File: src/rtl/vec_mul_seq_ctrl.sv
// vec_mul_seq_ctrl: command sequencer for the 8x8 vector-multiply datapath.
// One start command optionally pops and reloads a weight tile, then streams
// num_vectors Unified Buffer addresses. The result-SRAM write strobe and
// address are produced by delaying the issue strobe by the datapath latency.
// Every output comes straight from a flop, so inputs never reach outputs
// combinationally.
module vec_mul_seq_ctrl #(
    parameter int ADDRESSSIZE = 10,
    parameter int PIPE_LAT    = 10
) (
    input  logic                   clk,
    input  logic                   rstn,
    input  logic                   start,
    input  logic                   skip_weights,
    input  logic [ADDRESSSIZE-1:0] base_addr,
    input  logic [ADDRESSSIZE-1:0] num_vectors,
    input  logic [ADDRESSSIZE-1:0] res_base_addr,
    input  logic                   fifo_empty,
    output logic                   fifo_read_enable,
    output logic                   weight_reload,
    output logic [ADDRESSSIZE-1:0] sram_address,
    output logic                   issue_valid,
    output logic                   result_we,
    output logic [ADDRESSSIZE-1:0] result_address,
    output logic                   busy,
    output logic                   done,
    output logic                   cmd_error
);

    typedef enum logic [2:0] {
        IDLE   = 3'd0,
        WPOP   = 3'd1,
        WWAIT  = 3'd2,
        WLOAD  = 3'd3,
        STREAM = 3'd4,
        DRAIN  = 3'd5,
        DONE   = 3'd6
    } state_t;

    state_t                 state_q, state_d;
    logic [ADDRESSSIZE-1:0] base_q, base_d;
    logic [ADDRESSSIZE-1:0] num_q, num_d;
    logic [ADDRESSSIZE-1:0] cnt_q, cnt_d;
    logic [ADDRESSSIZE-1:0] sram_address_q, sram_address_d;
    logic [ADDRESSSIZE-1:0] result_address_q, result_address_d;
    logic [PIPE_LAT-1:0]    dly_q, dly_d;
    logic                   fifo_read_enable_q, fifo_read_enable_d;
    logic                   weight_reload_q, weight_reload_d;
    logic                   issue_valid_q, issue_valid_d;
    logic                   busy_q, busy_d;
    logic                   done_q, done_d;
    logic                   cmd_error_q, cmd_error_d;

    // Next-state, run-parameter latching, address counters and latency shift line.
    always_comb begin
        state_d          = state_q;
        base_d           = base_q;
        num_d            = num_q;
        cnt_d            = cnt_q;
        sram_address_d   = sram_address_q;
        result_address_d = result_address_q;
        cmd_error_d      = 1'b0;
        // Issue strobe enters the bottom; the top bit is the aligned result strobe.
        dly_d            = (dly_q << 1) | PIPE_LAT'(issue_valid_q);

        // Result address advances after every write it was presented with.
        if (dly_q[PIPE_LAT-1]) begin
            result_address_d = result_address_q + 1'b1;
        end

        case (state_q)
            IDLE: begin
                if (start) begin
                    if (!skip_weights && fifo_empty) begin
                        cmd_error_d = 1'b1;
                    end else begin
                        base_d           = base_addr;
                        num_d            = num_vectors;
                        result_address_d = res_base_addr;
                        if (!skip_weights) begin
                            state_d = WPOP;
                        end else if (num_vectors != '0) begin
                            state_d        = STREAM;
                            sram_address_d = base_addr;
                            cnt_d          = num_vectors - 1'b1;
                        end else begin
                            state_d = DONE;
                        end
                    end
                end
            end
            WPOP:  state_d = WWAIT;
            // One cycle for the FIFO's registered read data to settle.
            WWAIT: state_d = WLOAD;
            WLOAD: begin
                if (num_q != '0) begin
                    state_d        = STREAM;
                    sram_address_d = base_q;
                    cnt_d          = num_q - 1'b1;
                end else begin
                    state_d = DONE;
                end
            end
            STREAM: begin
                // cnt_q counts issues still to come after the current one.
                if (cnt_q == '0) begin
                    state_d = DRAIN;
                end else begin
                    cnt_d          = cnt_q - 1'b1;
                    sram_address_d = sram_address_q + 1'b1;
                end
            end
            DRAIN: begin
                // Leave once no result strobe remains in flight after this edge.
                if (dly_d == '0) begin
                    state_d = DONE;
                end
            end
            DONE:    state_d = IDLE;
            default: state_d = IDLE;
        endcase

        fifo_read_enable_d = (state_d == WPOP);
        weight_reload_d    = (state_d == WLOAD);
        issue_valid_d      = (state_d == STREAM);
        busy_d             = (state_d != IDLE);
        done_d             = (state_d == DONE);
    end

    // State, counters and registered outputs; reset aborts any run in flight.
    always_ff @(posedge clk or negedge rstn) begin
        if (!rstn) begin
            state_q            <= IDLE;
            base_q             <= '0;
            num_q              <= '0;
            cnt_q              <= '0;
            sram_address_q     <= '0;
            result_address_q   <= '0;
            dly_q              <= '0;
            fifo_read_enable_q <= 1'b0;
            weight_reload_q    <= 1'b0;
            issue_valid_q      <= 1'b0;
            busy_q             <= 1'b0;
            done_q             <= 1'b0;
            cmd_error_q        <= 1'b0;
        end else begin
            state_q            <= state_d;
            base_q             <= base_d;
            num_q              <= num_d;
            cnt_q              <= cnt_d;
            sram_address_q     <= sram_address_d;
            result_address_q   <= result_address_d;
            dly_q              <= dly_d;
            fifo_read_enable_q <= fifo_read_enable_d;
            weight_reload_q    <= weight_reload_d;
            issue_valid_q      <= issue_valid_d;
            busy_q             <= busy_d;
            done_q             <= done_d;
            cmd_error_q        <= cmd_error_d;
        end
    end

    assign fifo_read_enable = fifo_read_enable_q;
    assign weight_reload    = weight_reload_q;
    assign sram_address     = sram_address_q;
    assign issue_valid      = issue_valid_q;
    assign result_we        = dly_q[PIPE_LAT-1];
    assign result_address   = result_address_q;
    assign busy             = busy_q;
    assign done             = done_q;
    assign cmd_error        = cmd_error_q;

endmodule
File: config.mk
export PLATFORM = sky130hd
export DESIGN_NAME = vec_mul_seq_ctrl
export DESIGN_NICKNAME = d
export VERILOG_FILES = /design/src/rtl/vec_mul_seq_ctrl.sv
export SDC_FILE = /design/constraint.sdc
export NUM_CORES = 1
export LEC_CHECK = 0
export ABC_AREA = 0
export ABC_CLOCK_PERIOD_IN_PS = 3650
export BUFFER_PORTS_ARGS = -buffer_cell sky130_fd_sc_hd__buf_2
export CORE_UTILIZATION = 50
export CTS_CLUSTER_SIZE = 40
export DETAILED_ROUTE_END_ITERATION = 8
export PLACE_DENSITY = 0.7
export SKIP_LAST_GASP = 1
export SYNTH_ARGS = -nofsm -noshare
export SYNTH_HDL_FRONTEND = slang
export SYNTH_SLANG_ARGS = --single-unit
File: constraint.sdc
create_clock -name clk -period 3.65 [get_ports clk]
set_input_delay 0.365 -clock clk [delete_from_list [all_inputs] [get_ports clk]]
set_output_delay 0.365 -clock clk [all_outputs]
set_load 0.005 [all_outputs]
== Yosys cells after proc, flatten, opt, wreduce, memory -nomap -nowiden ==
Index checks and enable logic that the tools add are counted.

* Flip-flop bits (word level): 69
* Input port bits: 35
* Output and inout bits: 27
* Word-level logic and storage cells: 75

* Add/sub/neg operators: 5
* Equal/unequal tests: 15
* Multiplexer cells: 29
* Bitwise gates (word level): 2
* Reduce and logical (&&, ||, !) cells: 11

{| class="wikitable"
|+ Operator list
! cell !! count
|-
| $mux 10 || 16
|-
| $pmux 10 s3 || 2
|-
| $sub 10x1->10 const B || 3
|-
| $add 10x1->10 const B || 2
|-
| $logic_not 10->1 || 2
|-
| $reduce_bool 10->1 || 2
|-
| $pmux 3 s6 || 1
|-
| $mux 3 || 5
|-
| $eq 3x3->1 const B || 4
|-
| $ne 2x2->1 const B || 6
|-
| $or 10x1->10 || 1
|-
| $eq 3x2->1 const B || 3
|-
| $reduce_and 7->1 || 1
|-
| $eq 3x1->1 const B || 2
|-
| $reduce_bool 3->1 || 2
|-
| $mux 2 || 2
|-
| $logic_not 3->1 || 1
|-
| $mux 1 || 3
|-
| $reduce_and 3->1 || 1
|-
| $logic_and 1x1->1 || 1
|-
| $logic_not 1->1 || 1
|-
| $not 1->1 || 1
|}

== Longest topological paths before layout ==
* Depth after elaboration: 7
* Depth in mapped cells: 10
* Mapped depth without buffers: 7

== Worst setup path before layout ==
Ideal clock, no wire load.

* Path type: reg2reg
* Start: register, netlist name dly_q[6]
* End: register cnt_q[0]
* Library setup time: 0.125 ns
* Arrival time: 2.197 ns
* Required time: 3.525 ns
* Setup slack: 1.329 ns
* Stages on the path, launching flop included: 8
* Buffers on the path: 0
* Clock period less this slack: 2.321 ns
* Cell sequence: dfrtp_1 > or4_1 > o41ai_2 > o311ai_2 > nor2_4 > nand2_4 > inv_2 > mux2_2

{| class="wikitable"
|+ RTL lines
! item !! RTL line !! text
|-
| to (signal assigned) || 150 || <nowiki>cnt_q <= cnt_d;</nowiki>
|-
| to (decl) || 43 || <nowiki>logic [ADDRESSSIZE-1:0] cnt_q, cnt_d;</nowiki>
|}

== Final worst setup path ==
* Start: register state_q[2]
* End: register cnt_q[8]

* Longest elaborated chain between the ends: 3
* Elaborated cells on any way between the ends: 12
* Classes of those cells: eq/ne (8); mux (1); reduce/logical (3)

{| class="wikitable"
|+ RTL lines
! item !! RTL line !! text
|-
| from (decl) || 40 || <nowiki>state_t state_q, state_d;</nowiki>
|-
| from (signal assigned) || 147 || <nowiki>state_q <= state_d;</nowiki>
|-
| $eq 3x3->1, or another cell as far along || 71 || <nowiki>case (state_q)</nowiki>
|-
| $ne 2x2->1 (no source line) / $reduce_bool 3->1 (equally long branches) || n/a ||
|-
| $reduce_and 7->1 (no source line) || n/a ||
|}

Several ways; a longest one is shown, not always the timed one.
A chain may end at the register's enable or synchronous reset.

==> impl_metrics.json <==
{
  "internal_power_mw": 2.30,
  "cts.root.buffer_cell": "sky130_fd_sc_hd__clkbuf_8",
  "share_comb_of_total_power_pct": 45.5,
  "floorplan.die.height_um": 85.5,
  "finish.utilization_pct": 59.9,
  "die_width_um": 85.5,
  "cts_bufs_inserted": 9,
  "synthDominantAreaCellType": "sky130_fd_sc_hd__dfrtp_1",
  "total_core_area_um2": 6760,
  "r2r-start": "state_q[2]$_DFF_PN0_",
  "chain_of_cells_forming_the_critical_path": "and3b_1, or2_1, o221ai_2, ha_1, nand2_1, a2111o_1, a31o_1",
  "layout-drive-gt1-share_pct": 29.4,
  "tightest_slew_ns": 0.870,
  "timing_worst_setup_path_type": "reg2reg",
  "detail_route.wl_per_cell_um": 16.4,
  "ios": 62,
  "drc_viols": 0,
  "rsz0062_at_grt": "no",
  "design_power_total_mw": 3.86,
  "max-slew-margin-rel_pct": 42.0,
  "track_usage_pct": 23.6,
  "final_common_cell": "sky130_fd_sc_hd__dfrtp_1",
  "finalMaxSlewViolations": 0,
  "cts_tree": "done",
  "layout.cells.most_common_list": "69 x sky130_fd_sc_hd__dfrtp_1, 61 x sky130_fd_sc_hd__buf_2, 28 x sky130_fd_sc_hd__nor2_1, 28 x sky130_fd_sc_hd__a21oi_1, 20 x sky130_fd_sc_hd__mux2_2",
  "htreeDepth": 3,
  "clkPwrFrac_pct": 16.3,
  "post_synth_and_or_nand_nor_area_fraction_pct": 17.4,
  "avgViaCountPerCell": 5.94,
  "post_cts_resized": 0,
  "drt_pre_antenna_iters": 4,
  "num_antenna_cells": 0,
  "finalNetCount": 429,
  "gpl.final_weighted_congestion": 0.878,
  "finalCritPeriodShare_pct": 80.0,
  "ant_nets": 0,
  "grt_pass1_vias": 2767,
  "p_leak_nw": 1.75,
  "synth_top_cells_by_area": "sky130_fd_sc_hd__dfrtp_1 50%, sky130_fd_sc_hd__mux2_2 6.5%, sky130_fd_sc_hd__a21oi_1 4.0%",
  "status": "complete, no violations",
  "synth_compound_gate_area_share_pct": 18.4,
  "share_of_synthesized_area_spent_on_multiplexers_pct": 6.75,
  "proportion_of_synthesized_chip_area_in_sequential_cells_pct": 49.6,
  "hold_path.class": "in2async",
  "synth.cell_area_um2": 3480,
  "setup_total_negative_slack_ns": 0,
  "slowest_delay_ns": 0.65,
  "clk-insertion-delay-late_ns": 0.34,
  "first_iter_violations": 139,
  "endpoint_kind": "flop",
  "switching_power_mw": 1.56,
  "net_switching_fraction_of_the_power_pct": 40.3,
  "cp_slowest_cell": "sky130_fd_sc_hd__dfrtp_1",
  "synth.avg_cell_area_um2": 10.6,
  "antenna_violations_before_repair": 0,
  "dp.final_hpwl_mm": 5.58,
  "clock_tree.buffer_depth": 2,
  "synth-warning-count": 0,
  "global_route_congestion_overflow_total": 0,
  "finalClockSkew_ns": 0.00987,
  "finalWirelength_mm": 7.75,
  "timing.fmax_ghz": 0.343,
  "clk_transition_reported_paths_ns": 0.07,
  "synthToLayoutAreaGrowth_pct": 16.2,
  "cts.repair_timing.setup_buffer_count": 0,
  "powerDensity_nw_per_um2": 953,
  "power_frac_seq_pct": 38.3,
  "synth_ff_type": "sky130_fd_sc_hd__dfrtp_1",
  "worst-path-max-fanout": 19,
  "synth_xor_xnor_area_share_pct": 3.27,
  "main_combinational_cell_family_by_area_after_synthesis": "compound AO/OA/AOI/OAI gates",
  "post-route-min-period_ns": 2.92,
  "clock-sinks": 69,
  "synth.ff_latch_count": 69,
  "rows": 30,
  "synthesis.instances": 330,
  "max-cap-violations": 0,
  "critPathArrivalTime_ns": 3.15,
  "maximum_number_of_pins_on_one_net_before_global_route_repair": 40,
  "fillCellCount": 585,
  "timing.critical_path.from": "state_q[2]$_DFF_PN0_",
  "ir_worst_vdd_uv": 365,
  "post_synth_fa_ha_maj_area_fraction_pct": 1.08,
  "total_setup_violations_reported_at_the_end_of_the_flow": 0,
  "routed-via-count": 2817,
  "ctsHoldBuffers": 0,
  "synthDistinctLibCells": 53,
  "numPortBuffers": 61,
  "synth-async-reset-ratio_pct": 100,
  "post-synth-top-area-fraction_pct": 49.6,
  "synth.net_count": 368,
  "first_pass_grt_wire_length_mm": 13.4,
  "number_of_synthesized_flops_with_an_enable_pin": 0,
  "startpoint_class": "flop",
  "hold_viol": 0,
  "floorplan.initialDensity_pct": 51.6,
  "die_area_um2": 7300,
  "worstPathRequired_ns": 3.88
}
-- power groups by stage --
stage                     Clock, mW  Sequential (mW)  Combinational [mW]
after floorplan                   0             1.39                1.35
after global placement            0             1.47                1.73
after detailed placement          0             1.48                1.76
after CTS                     0.644             1.47                1.76
after global routing          0.678             1.53                1.98
final                         0.628             1.48                1.76
-- per-layer routing --
layer | global-route usage (%) | part of all wire [%]
met1 | 31.5 | 45
met4 | 8.64 | 1.6
met5 | 0 | 0
met2 | 39.0 | 49
met3 | 3.89 | 4.4
-- stage by stage --
step / setup slack (ns) / hold slack [ns] / cells / instance area (um^2)
6_report: 0.731 / 0.140 / 474 / 4050
3_3_place_gp: 0.891 / 0.351 / 460 / 3850
3_5_place_dp: 0.783 / 0.360 / 460 / 3850
4_1_cts: 0.765 / 0.168 / 474 / 4050
2_1_floorplan: 1.33 / 0.0694 / 330 / 3480
5_1_grt: 0.544 / 0.195 / 474 / 4050
-- synthesized netlist by cell type, drive strengths merged, types with 3 or more instances --
| library cell | n |
|---|---|
| inv | 6 |
| nor2 | 29 |
| buf | 11 |
| o221ai | 5 |
| nor4 | 7 |
| nor3b | 11 |
| o2bb2ai | 9 |
| o21ai | 14 |
| xor2 | 5 |
| a31oi | 3 |
| mux2 | 20 |
| clkbuf | 8 |
| a22oi | 4 |
| dfrtp | 69 |
| a221oi | 9 |
| ha | 3 |
| nor3 | 6 |
| o211ai | 3 |
| or4 | 4 |
| a21oi | 28 |
| nand3 | 13 |
| nand4 | 6 |
| xnor2 | 8 |
| and3 | 5 |
| nand2 | 19 |
-- sequential cells by signal (all words and copies together), names as in the netlist --
register and cells:
base_q 10, busy 1, cmd_error 1, cnt_q 10, dly_q 10, done 1
fifo_read_enable 1, issue_valid 1, num_q 10, result_address 10, sram_address 10, state_q 3
weight_reload 1
-- cell type report --
type                       count  area (um^2)  share of cell area (%)
sequential                    69         1730                    42.6
multi-input combinational    236         1640                    40.4
timing repair buffer          69          365                    9.02
clock buffer                  13          169                    4.17
tap                           80          100                    2.47
clock inverter                 1         30.0                   0.742
inverter                       6         22.5                   0.556
-- kinds of logic after synthesis --
family	Yosys count
AOI/OAI and AO/OA	87
buffers and inverters	25
DFF	69
adders and majority gates	3
xor gates and xnor gates	13
muxes	21
and+or+nand+nor	112
-- path summary, 6_finish.rpt --
kind	to	slack, ns	cells after the start
max	cnt_q[8]$_DFFE_PN0P_	0.73	7
min	state_q[2]$_DFF_PN0_	0.14	1
max reg2reg	cnt_q[8]$_DFFE_PN0P_	0.73	7
min reg2reg	dly_q[3]$_DFF_PN0_	0.37	0
max in group asynchronous	cnt_q[8]$_DFFE_PN0P_	2.59	2
min in group clk	fifo_read_enable$_DFF_PN0_	0.21	2
-- worst max-delay path, delay by kind of cell (launching register included) --
family,cells,cell delay (ns)
flip-flops,1,0.65
adder cells (fa/ha/maj),1,0.28
AO/OA/AOI/OAI,3,0.82
AND/OR/NAND/NOR,3,1.05
No activity file was read; power rests on OpenSTA's default activity.
